File: src/rtl/instruction_fetch_unit_if.sv
// Fetch-unit bus bundle: instruction memory port, execute redirect and the decode handshake.
// master = the fetch unit, slave = memory/execute/decode side.
interface instruction_fetch_unit_if;
   logic        imem_read;
   logic [31:0] imem_addr;
   logic [31:0] imem_instruction;
   logic        redirect_valid;
   logic [31:0] redirect_pc;
   logic        out_valid;
   logic        out_ready;
   logic [31:0] out_instruction;
   logic [31:0] out_pc;

   modport master (
      output imem_read, imem_addr, out_valid, out_instruction, out_pc,
      input  imem_instruction, redirect_valid, redirect_pc, out_ready
   );

   modport slave (
      input  imem_read, imem_addr, out_valid, out_instruction, out_pc,
      output imem_instruction, redirect_valid, redirect_pc, out_ready
   );
endinterface

File: src/rtl/instruction_fetch_unit.sv
// Stage-1 fetch: owns the PC, tracks one in-flight read and buffers {pc, instruction} pairs for decode.
// Optional JAL_PREDECODE_EN macro adds a JAL target predecode on the returning instruction.
module instruction_fetch_unit #(
   parameter logic [31:0] RESET_PC  = 32'h0000_0000,
   parameter int          BUF_DEPTH = 2
) (
   input  logic                       clock,
   input  logic                       reset,
   instruction_fetch_unit_if.master   bus
);

   if (BUF_DEPTH != 2) begin : g_depth_check
      $error("instruction_fetch_unit supports BUF_DEPTH=2 only");
   end
   if (RESET_PC[1:0] != 2'b00) begin : g_pc_check
      $error("instruction_fetch_unit RESET_PC must be word aligned");
   end

   logic [31:0] pc_q, pc_d;
   logic [31:0] infl_pc_q, infl_pc_d;
   logic        inflight_q, inflight_d;
   logic [1:0]  count_q, count_d;
   logic [31:0] e0_instr_q, e0_instr_d, e0_pc_q, e0_pc_d;
   logic [31:0] e1_instr_q, e1_instr_d, e1_pc_q, e1_pc_d;

   logic        deq, enq, issue;
   logic [2:0]  occupancy;
   logic [1:0]  fill;

`ifdef JAL_PREDECODE_EN
   logic        jal_taken;
   logic [31:0] jal_target;
   logic [31:0] jal_offset;
`endif

   always_comb begin
      deq       = (count_q != 2'd0) & bus.out_ready;
      // Credit check counts the in-flight return so the buffer can never overflow.
      occupancy = {1'b0, count_q} + {2'b00, inflight_q} - {2'b00, deq};
      issue     = !reset & !bus.redirect_valid & (occupancy < 3'd2);
      enq       = inflight_q & !bus.redirect_valid;
   end

`ifdef JAL_PREDECODE_EN
   always_comb begin
      jal_offset = {{11{bus.imem_instruction[31]}}, bus.imem_instruction[31],
                    bus.imem_instruction[19:12], bus.imem_instruction[20],
                    bus.imem_instruction[30:21], 1'b0};
      jal_target = infl_pc_q + jal_offset;
      jal_taken  = enq & (bus.imem_instruction[6:0] == 7'b1101111);
   end
`endif

   always_comb begin
      pc_d       = pc_q;
      infl_pc_d  = infl_pc_q;
      inflight_d = issue;
      if (issue) begin
         pc_d      = pc_q + 32'd4;
         infl_pc_d = pc_q;
      end
`ifdef JAL_PREDECODE_EN
      // The sequential fetch issued alongside a taken JAL is squashed by dropping its in-flight flag.
      if (jal_taken) begin
         pc_d       = jal_target;
         inflight_d = 1'b0;
      end
`endif
      if (bus.redirect_valid) begin
         pc_d       = bus.redirect_pc & 32'hFFFF_FFFC;
         inflight_d = 1'b0;
      end
   end

   always_comb begin
      e0_instr_d = e0_instr_q;
      e0_pc_d    = e0_pc_q;
      e1_instr_d = e1_instr_q;
      e1_pc_d    = e1_pc_q;
      fill       = count_q;
      count_d    = count_q;
      if (bus.redirect_valid) begin
         count_d = 2'd0;
      end else begin
         if (deq) begin
            e0_instr_d = e1_instr_q;
            e0_pc_d    = e1_pc_q;
            fill       = count_q - 2'd1;
         end
         if (enq) begin
            if (fill == 2'd0) begin
               e0_instr_d = bus.imem_instruction;
               e0_pc_d    = infl_pc_q;
            end else begin
               e1_instr_d = bus.imem_instruction;
               e1_pc_d    = infl_pc_q;
            end
            fill = fill + 2'd1;
         end
         count_d = fill;
      end
   end

   always_ff @(posedge clock or posedge reset) begin
      if (reset) begin
         pc_q       <= RESET_PC;
         infl_pc_q  <= 32'd0;
         inflight_q <= 1'b0;
         count_q    <= 2'd0;
         e0_instr_q <= 32'd0;
         e0_pc_q    <= 32'd0;
         e1_instr_q <= 32'd0;
         e1_pc_q    <= 32'd0;
      end else begin
         pc_q       <= pc_d;
         infl_pc_q  <= infl_pc_d;
         inflight_q <= inflight_d;
         count_q    <= count_d;
         e0_instr_q <= e0_instr_d;
         e0_pc_q    <= e0_pc_d;
         e1_instr_q <= e1_instr_d;
         e1_pc_q    <= e1_pc_d;
      end
   end

   a_no_overflow : assert property (@(posedge clock) disable iff (reset)
      !(enq && !deq && count_q == 2'd2));

   assign bus.imem_read       = issue;
   assign bus.imem_addr       = pc_q;
   assign bus.out_valid       = (count_q != 2'd0);
   assign bus.out_instruction = e0_instr_q;
   assign bus.out_pc          = e0_pc_q;

endmodule
File: src/flat_wrapper.sv
// flat-port wrapper written by rule: the top's interface ports become plain ports
module instruction_fetch_unit_flat 
#(
   parameter logic [31:0] RESET_PC  = 32'h0000_0000,
   parameter int          BUF_DEPTH = 2
)
  (clock, reset, bus_imem_read, bus_imem_addr, bus_out_valid, bus_out_instruction, bus_out_pc, bus_imem_instruction, bus_redirect_valid, bus_redirect_pc, bus_out_ready);
  instruction_fetch_unit_if bus_i ();
  input  logic clock;
  input  logic reset;
  output wire logic [$bits(bus_i.imem_read)-1:0] bus_imem_read;
  output wire logic [$bits(bus_i.imem_addr)-1:0] bus_imem_addr;
  output wire logic [$bits(bus_i.out_valid)-1:0] bus_out_valid;
  output wire logic [$bits(bus_i.out_instruction)-1:0] bus_out_instruction;
  output wire logic [$bits(bus_i.out_pc)-1:0] bus_out_pc;
  input wire logic [$bits(bus_i.imem_instruction)-1:0] bus_imem_instruction;
  input wire logic [$bits(bus_i.redirect_valid)-1:0] bus_redirect_valid;
  input wire logic [$bits(bus_i.redirect_pc)-1:0] bus_redirect_pc;
  input wire logic [$bits(bus_i.out_ready)-1:0] bus_out_ready;
  assign bus_imem_read = bus_i.imem_read;
  assign bus_imem_addr = bus_i.imem_addr;
  assign bus_out_valid = bus_i.out_valid;
  assign bus_out_instruction = bus_i.out_instruction;
  assign bus_out_pc = bus_i.out_pc;
  assign bus_i.imem_instruction = bus_imem_instruction;
  assign bus_i.redirect_valid = bus_redirect_valid;
  assign bus_i.redirect_pc = bus_redirect_pc;
  assign bus_i.out_ready = bus_out_ready;
  instruction_fetch_unit #(.RESET_PC(RESET_PC), .BUF_DEPTH(BUF_DEPTH)) u_core (.clock(clock), .reset(reset), .bus(bus_i));
endmodule
File: config.mk
export PLATFORM = sky130hd
export DESIGN_NAME = instruction_fetch_unit_flat
export DESIGN_NICKNAME = d
export VERILOG_FILES = /design/src/rtl/instruction_fetch_unit_if.sv /design/src/rtl/instruction_fetch_unit.sv /design/src/flat_wrapper.sv
export SDC_FILE = /design/constraint.sdc
export NUM_CORES = 1
export LEC_CHECK = 0
export ABC_AREA = 1
export CORE_MARGIN = 5
export CORE_UTILIZATION = 25
export CTS_CLUSTER_DIAMETER = 150
export DETAILED_ROUTE_END_ITERATION = 10
export PLACE_DENSITY = 0.49
export SYNTH_ARGS = -nofsm -noshare
export SYNTH_HDL_FRONTEND = slang
export SYNTH_SLANG_ARGS = --single-unit
export TNS_END_PERCENT = 30
File: constraint.sdc
create_clock -name clock -period 8 [get_ports clock]
set_clock_uncertainty 0.15 [all_clocks]
set_input_delay 1.6 -clock clock [delete_from_list [all_inputs] [get_ports clock]]
set_output_delay 1.6 -clock clock [all_outputs]
set_load 0.03 [all_outputs]
==> results of run 1 <==
## state kept, by name (all words and copies together) (netlist names)
signal and cells:
u_core.bus.out_instruction 32, u_core.infl_pc_q 30, u_core.e1_instr_q 32, u_core.e1_pc_q 30
u_core.bus.out_pc 32, u_core.bus.imem_addr 30, u_core.count_q 2, u_core.inflight_q 1
## synthesized netlist by cell type (2+ instances only)
master / number
a21oi_1: 74
a21oi_2: 58
a31oi_1: 2
buf_2: 14
buf_4: 7
buf_6: 9
clkbuf_1: 28
dfrtp_1: 189
ha_1: 3
inv_1: 87
inv_2: 3
mux2_2: 36
mux2_4: 12
nand2_1: 183
nand2_2: 4
nand3_1: 60
nor2_1: 131
nor2_2: 5
o211ai_1: 8
o21ai_0: 110
o22ai_1: 2
## cell type report
type / count / share of cell area [%]
clock buffers: 19 / 3.77
repair buffers: 172 / 14.4
inverters: 91 / 2.94
multi-input cells: 698 / 32.1
well taps: 468 / 4.99
clock inverters: 13 / 1.50
flip-flops and latches: 189 / 40.3
## kinds of logic (layout without fill, tap and decap cells)
family | after synthesis | in the layout | synth area share [%]
AND/OR/NAND/NOR | 387 | 387 | 17.0
AO/OA/AOI/OAI | 256 | 256 | 16.8
flip-flops | 189 | 189 | 51.7
buffers and inverters | 150 | 295 | 7.37
multiplexers | 48 | 48 | 6.40
adder cells (fa/ha/maj) | 4 | 4 | 0.629
other | 1 | 2 | 0.0410
XOR/XNOR | 1 | 1 | 0.0957
## worst paths after layout
path,cells after the start,endpoint
worst max-delay path,10,bus_imem_read
worst max register to register,13,u_core.bus.out_instruction[31]$_DFFE_PP0N_
max in group asynchronous,4,u_core.bus.out_pc[21]$_DFFE_PP0N_
worst min-delay path,2,u_core.e1_pc_q[31]$_DFFE_PP0P_
worst min register to register,2,u_core.e1_pc_q[31]$_DFFE_PP0P_
min in group asynchronous,2,u_core.bus.out_instruction[26]$_DFFE_PP0N_
## critical path, cell delays in order
cell and delay (ns):
clkdlybuf4s50_1 0.50, nand2_2 0.07, nor2_1 0.19, o21ai_0 0.19, fa_1 0.51, nand2_1 0.05, nor2_1 0.14, nand2_2 0.09
inv_2 0.30, clkdlybuf4s50_1 0.76
## routing by layer
layer  vias up  GRT usage (%)  wire, um
met5         -              0         0
met2       174           20.6     12100
li1       3668              -         -
met3        23           3.11      1180
met4         0           3.91       471
met1      3575           19.5     13600
## report_power, final
part	total [uW]	leakage [uW]	internal, uW	switching (uW)
combinational	2010	0.00260	811	1200
sequential	1680	0.00228	1390	298
clock	911	0.000294	509	402
## through the flow
stage	hold WS, ns	area (um2)	power [uW]
after global routing	0.357	11700	4930
after floorplan	0.298	9160	2960
after CTS	0.337	11700	4690
final	0.335	11700	4610
after global placement	0.311	11100	3720
after detailed placement	0.318	11100	3750
==> out/results.txt, run 1 <==
Clock Sinks -> 189
Setup violators final -> 0
Cell area power density -> 393 nW/um2
Post-Route WL -> 27400 um
CTS root buffer -> clkbuf_16
Reg area -> 4730 um2
Endpoint type of the worst setup path -> output port
Number of I/O pins -> 166
Most common cell after layout, fill and taps aside -> dfrtp_1
Post-DR wirelength/cell -> 16.6 um
Layout Cells excl Fill -> 1650
Most frequent cells in the layout -> 189 x dfrtp_1, 182 x nand2_1, 160 x clkdlybuf4s50_1
Area contributors post-synth -> dfrtp_1 52%, nand2_1 7.5%, o21ai_0 6.0%, a21oi_2 5.5%, nor2_1 5.4%
Hold_sp -> u_core.e1_pc_q[31]$_DFFE_PP0P_
Leading area contributor after synthesis -> dfrtp_1
Max-Slew Margin vs Limit -> 35.2%
DR vias -> 7440
Critical Path Start Type -> primary input
Area occupied by multi-input gates -> 3760 um2
Std cell rows -> 70
Slew Limit Fails -> 0
Setup ws final -> 1.83 ns
Fill count -> 3830
Final net count -> 1241
Critical Path Start -> bus_out_ready
Vias in the first global route -> 7421
DR DRC count -> 0
GR Util All Layers -> 13.6%
Reg2reg start -> u_core.count_q[0]$_DFF_PP0_
H-tree level count -> 4
Post-synth ARST share -> 100%
Crit share post-route -> 77.1%
Post-Syn Area -> 9160 um2
Drt via density -> 4.51
Final Wtd Congestion -> 0.873
Post-CTS Setup Inserts -> 0
Critical path peak fanout -> 17
CTS tree -> built
F_max -> 0.162 GHz
RSZ-0062 raised after global routing -> false
Hold violation count in the final report -> 0
Share of cells above drive strength 1 -> 14.0%
IO buf count -> 161
Leakage Power -> 0.00517 uW
Die H -> 201 um
Synthesis Warnings -> 0
Worst Tran Pin Value -> 0.972 ns
Max Cap Viol -> 0
Status -> finished, final reports clean
Worst skew pair latency -> 0.43 ns
Worst EP required -> 6.25 ns
R2r setup slk -> 4.22 ns
Final ANT Viol Nets -> 0
Core Box Area -> 36300 um2
DRT Pass-1 Iters -> 4
CTS Buf Count -> 17
Most used flip-flop cell after synthesis -> dfrtp_1
Sequential fraction of the synthesis area -> 51.7%
Reg clk slew, reported paths -> 0.07 ns
Dpl ws -> 1.85 ns
Synth unique cells -> 32
Post-synth EDFFs -> 0
First-pass GRT wire length -> 43700 um
Iter 0 DRT Violations -> 378
VDD IR max -> 0.000133 V
Mapped Avg Cell Area -> 8.84 um2
Hold Buf Count CTS -> 0
Syn Inst Count -> 1036
Clock buffer depth -> 2
Share of the synthesized area in the top cell type -> 51.7%
CP Data Arrival Time -> 4.42 ns
Final Util -> 32.3%
Area growth syn-to-layout -> 28.2%
Min Tclk post-route -> 6.17 ns
Die X -> 201 um
Largest net degree at the start of global routing -> 89
Ant diodes -> 0
Total negative slack -> 0 ns
Inst Count DP -> 1618
Crit path kind -> primary input to output port
Die Footprint -> 40500 um2
Flops & latches, synth -> 189
Initial antenna violation count -> 0
HP Class -> flip-flop to flip-flop
Initial core utilization -> 25.2%
Hpwl dp -> 18000 um
Grt total ovfl -> 0
Cts repair resizes -> 0
Power figures use the tool's default switching activity.
==> run 2: changes to the inputs <==
Clock period 8 ns to 5 ns, I/O delays scaled along.
==> run 2 against run 1 <==
Die area unchanged. Combinational power up 61%. Power up 59%. Sequential power up 61%. Critical endpoint unchanged. Cell area up 0.17%. Highest routed layer unchanged. Sequential share of layout area down 0.069 points. First-iteration DRC count up 1.3%. Utilization up 0.055 points.
==> out/results.txt, run 2 (synthesis gave the netlist of run 1 again) <==
R2r setup slk -> 1.36 ns (-2.86 ns)
Crit-path leading delay family -> buffers and inverters
Hold Path Depth -> 2 (unchanged)
Hold_sp -> u_core.e1_pc_q[31]$_DFFE_PP0P_
Core Box Area -> 36300 um2 (unchanged)
Cts repair resizes -> 0 (unchanged)
Crit share post-route -> 88.0%
Critical path's slowest cell -> fa_1
IO buf count -> 161 (unchanged)
VDD IR max -> 0.000241 V (+82%)
Grt total ovfl -> 0 (unchanged)
Die H -> 201 um (unchanged)
Largest net degree at the start of global routing -> 190 (+110%)
Cell area power density -> 623 nW/um2 (+59%)
Hpwl dp -> 17600 um (-2.0%)
Comb power frac -> 44.1% (+0.4 points)
Slew Limit Fails -> 0 (unchanged)
Worst Tran Pin Value -> 1.23 ns (+0.259 ns)
GR Util All Layers -> 13.4% (-0.19 points)
Leakage Power -> 0.00519 uW (+0.46%)
DR DRC count -> 0 (unchanged)
Die Footprint -> 40500 um2 (unchanged)
Sequential power share -> 36.8% (+0.2 points)
F_max -> 0.227 GHz
Ant diodes -> 0 (unchanged)
Post-DR wirelength/cell -> 16.5 um (-0.75%)
Post-CTS Setup Inserts -> 0 (unchanged)
Setup ws final -> 0.599 ns (-1.24 ns)
CTS tree -> built
First-pass GRT wire length -> 42900 um (-1.9%)
Reg area -> 4730 um2 (unchanged)
CTS Buf Count -> 17 (unchanged)
Int Power -> 4260 uW (+58%)
CTS root buffer -> clkbuf_16
Reg2reg end -> u_core.bus.imem_addr[16]$_DFFE_PP0P_
Die X -> 201 um (unchanged)
Iter 0 DRT Violations -> 383 (+1.3%)
Layout Cells excl Fill -> 1651 (+0.061%)
Clock buffer depth -> 2 (unchanged)
Share of cells above drive strength 1 -> 14.3% (+0.24 points)
Overall power -> 7320 uW (+59%)
DR vias -> 7349 (-1.2%)
Number of I/O pins -> 166 (unchanged)
Clock power frac -> 19.1% (-0.7 points)
Max-Slew Margin vs Limit -> 17.9% (-17 points)
Inst Count DP -> 1619 (+0.062%)
Initial core utilization -> 25.2% (unchanged)
Final Util -> 32.3% (+0.055 points)
Crit path buf inv count -> 3 (unchanged)
Hold Buf Count CTS -> 0 (unchanged)
Most common cell after layout, fill and taps aside -> dfrtp_1
Total negative slack -> 0 ns (unchanged)
Final Wtd Congestion -> 0.858 (-1.7%)
Area growth syn-to-layout -> 28.4%
RSZ-0062 raised after global routing -> false
Std cell rows -> 70 (unchanged)
Worst skew pair latency -> 0.44 ns (about the same)
Dpl ws -> 0.548 ns (-1.30 ns)
Most frequent cells in the layout -> 189 x dfrtp_1, 182 x nand2_1, 159 x clkdlybuf4s50_1
Clock Sinks -> 189 (unchanged)
Area occupied by multi-input gates -> 3760 um2 (unchanged)
Max Cap Viol -> 0 (unchanged)
Crit path kind -> primary input to output port
Fill count -> 3833 (+0.078%)
Reg2reg start -> u_core.count_q[0]$_DFF_PP0_
Vias in the first global route -> 7340 (-1.1%)
Min Tclk post-route -> 4.40 ns
Reg clk slew, reported paths -> 0.07 ns (about the same)
HP Class -> flip-flop to flip-flop
Endpoint type of the worst setup path -> output port
Final ANT Viol Nets -> 0 (unchanged)
DRT Pass-1 Iters -> 4 (unchanged)
Setup violators final -> 0 (unchanged)
Drt via density -> 4.45 (-1.3%)
Status -> finished, final reports clean
Worst EP required -> 3.85 ns (-2.40 ns)
Initial antenna violation count -> 0 (unchanged)
Crit-path max cell delay -> 0.51 ns (-0.25 ns)
Final net count -> 1242 (+0.081%)
CP Data Arrival Time -> 3.25 ns (-1.17 ns)
Post-Route WL -> 27200 um (-0.69%)
Critical path peak fanout -> 17 (unchanged)
Hold path endpoint -> u_core.e1_pc_q[31]$_DFFE_PP0P_
P_sw -> 3060 uW (+61%)
Critical Path Start Type -> primary input
Sw frac -> 41.8% (+0.54 points)
CP cell instances -> clkdlybuf4s50_1 > nand2_2 > nor2_1 > o21ai_0 > fa_1 > nand2_1 > nor2_1 > nand2_2 > inv_2 > buf_4
H-tree level count -> 4 (unchanged)
Hold violation count in the final report -> 0 (unchanged)
R2R depth -> 15 (+2)
[run 2: routing by layer]
metal | vias to the layer above | share of wire, % | global-route usage (%)
li1 | 3669 | - | -
met2 | 168 | 44 | 20.3
met1 | 3487 | 50 | 19.1
met4 | 0 | 1.9 | 4.27
met5 | - | 0 | 0
met3 | 25 | 4.0 | 2.87
[run 2: cell type report]
cell class / instances / share of cell area [%]
multi-input combinational: 698 / 32.0
tap: 468 / 4.98
sequential: 189 / 40.2
inverter: 91 / 2.94
clock inverter: 13 / 1.22
clock buffer: 19 / 3.85
timing repair buffer: 173 / 14.8
[run 2: through the flow]
step / hold slack (ns) / area, um2
floorplan: 0.298 / 9160
global placement: 0.311 / 11200
detailed placement: 0.318 / 11200
CTS: 0.339 / 11800
global route: 0.359 / 11800
finish: 0.332 / 11800
[run 2: worst register-to-register path, cell delays in order (launching register included)]
cell and delay, ns:
dfrtp_1 0.41, inv_1 0.06, ha_1 0.18, inv_1 0.09, nand2_2 0.06, nor2_1 0.20, o21ai_0 0.19, fa_1 0.45
nand2_1 0.08, nor2_1 0.04, nand2_2 0.13, buf_4 0.68, nand2_2 0.47, o21ai_0 0.29, inv_1 0.06, nand2_1 0.05
[run 2: power by group through the flow]
stage	logic, uW	registers [uW]	clock network [uW]
3_5_place_dp	3280	2730	0
5_1_grt	3530	2800	1520
4_1_cts	3280	2710	1460
2_1_floorplan	1440	3290	0
6_report	3230	2700	1400
3_3_place_gp	3240	2710	0
[run 2: how the worst max path moves through the flow]
stage / from / end / slack [ns] / cells after the start
after floorplan: reset / bus_imem_read / -0.46 / 6
after global placement: bus_out_ready / u_core.bus.imem_addr[17]$_DFFE_PP0P_ / 0.58 / 13
after detailed placement: bus_out_ready / u_core.bus.imem_addr[17]$_DFFE_PP0P_ / 0.55 / 13
after CTS: bus_out_ready / bus_imem_read / 0.59 / 10
after global routing: bus_out_ready / bus_imem_read / 0.44 / 10
final: bus_out_ready / bus_imem_read / 0.60 / 10
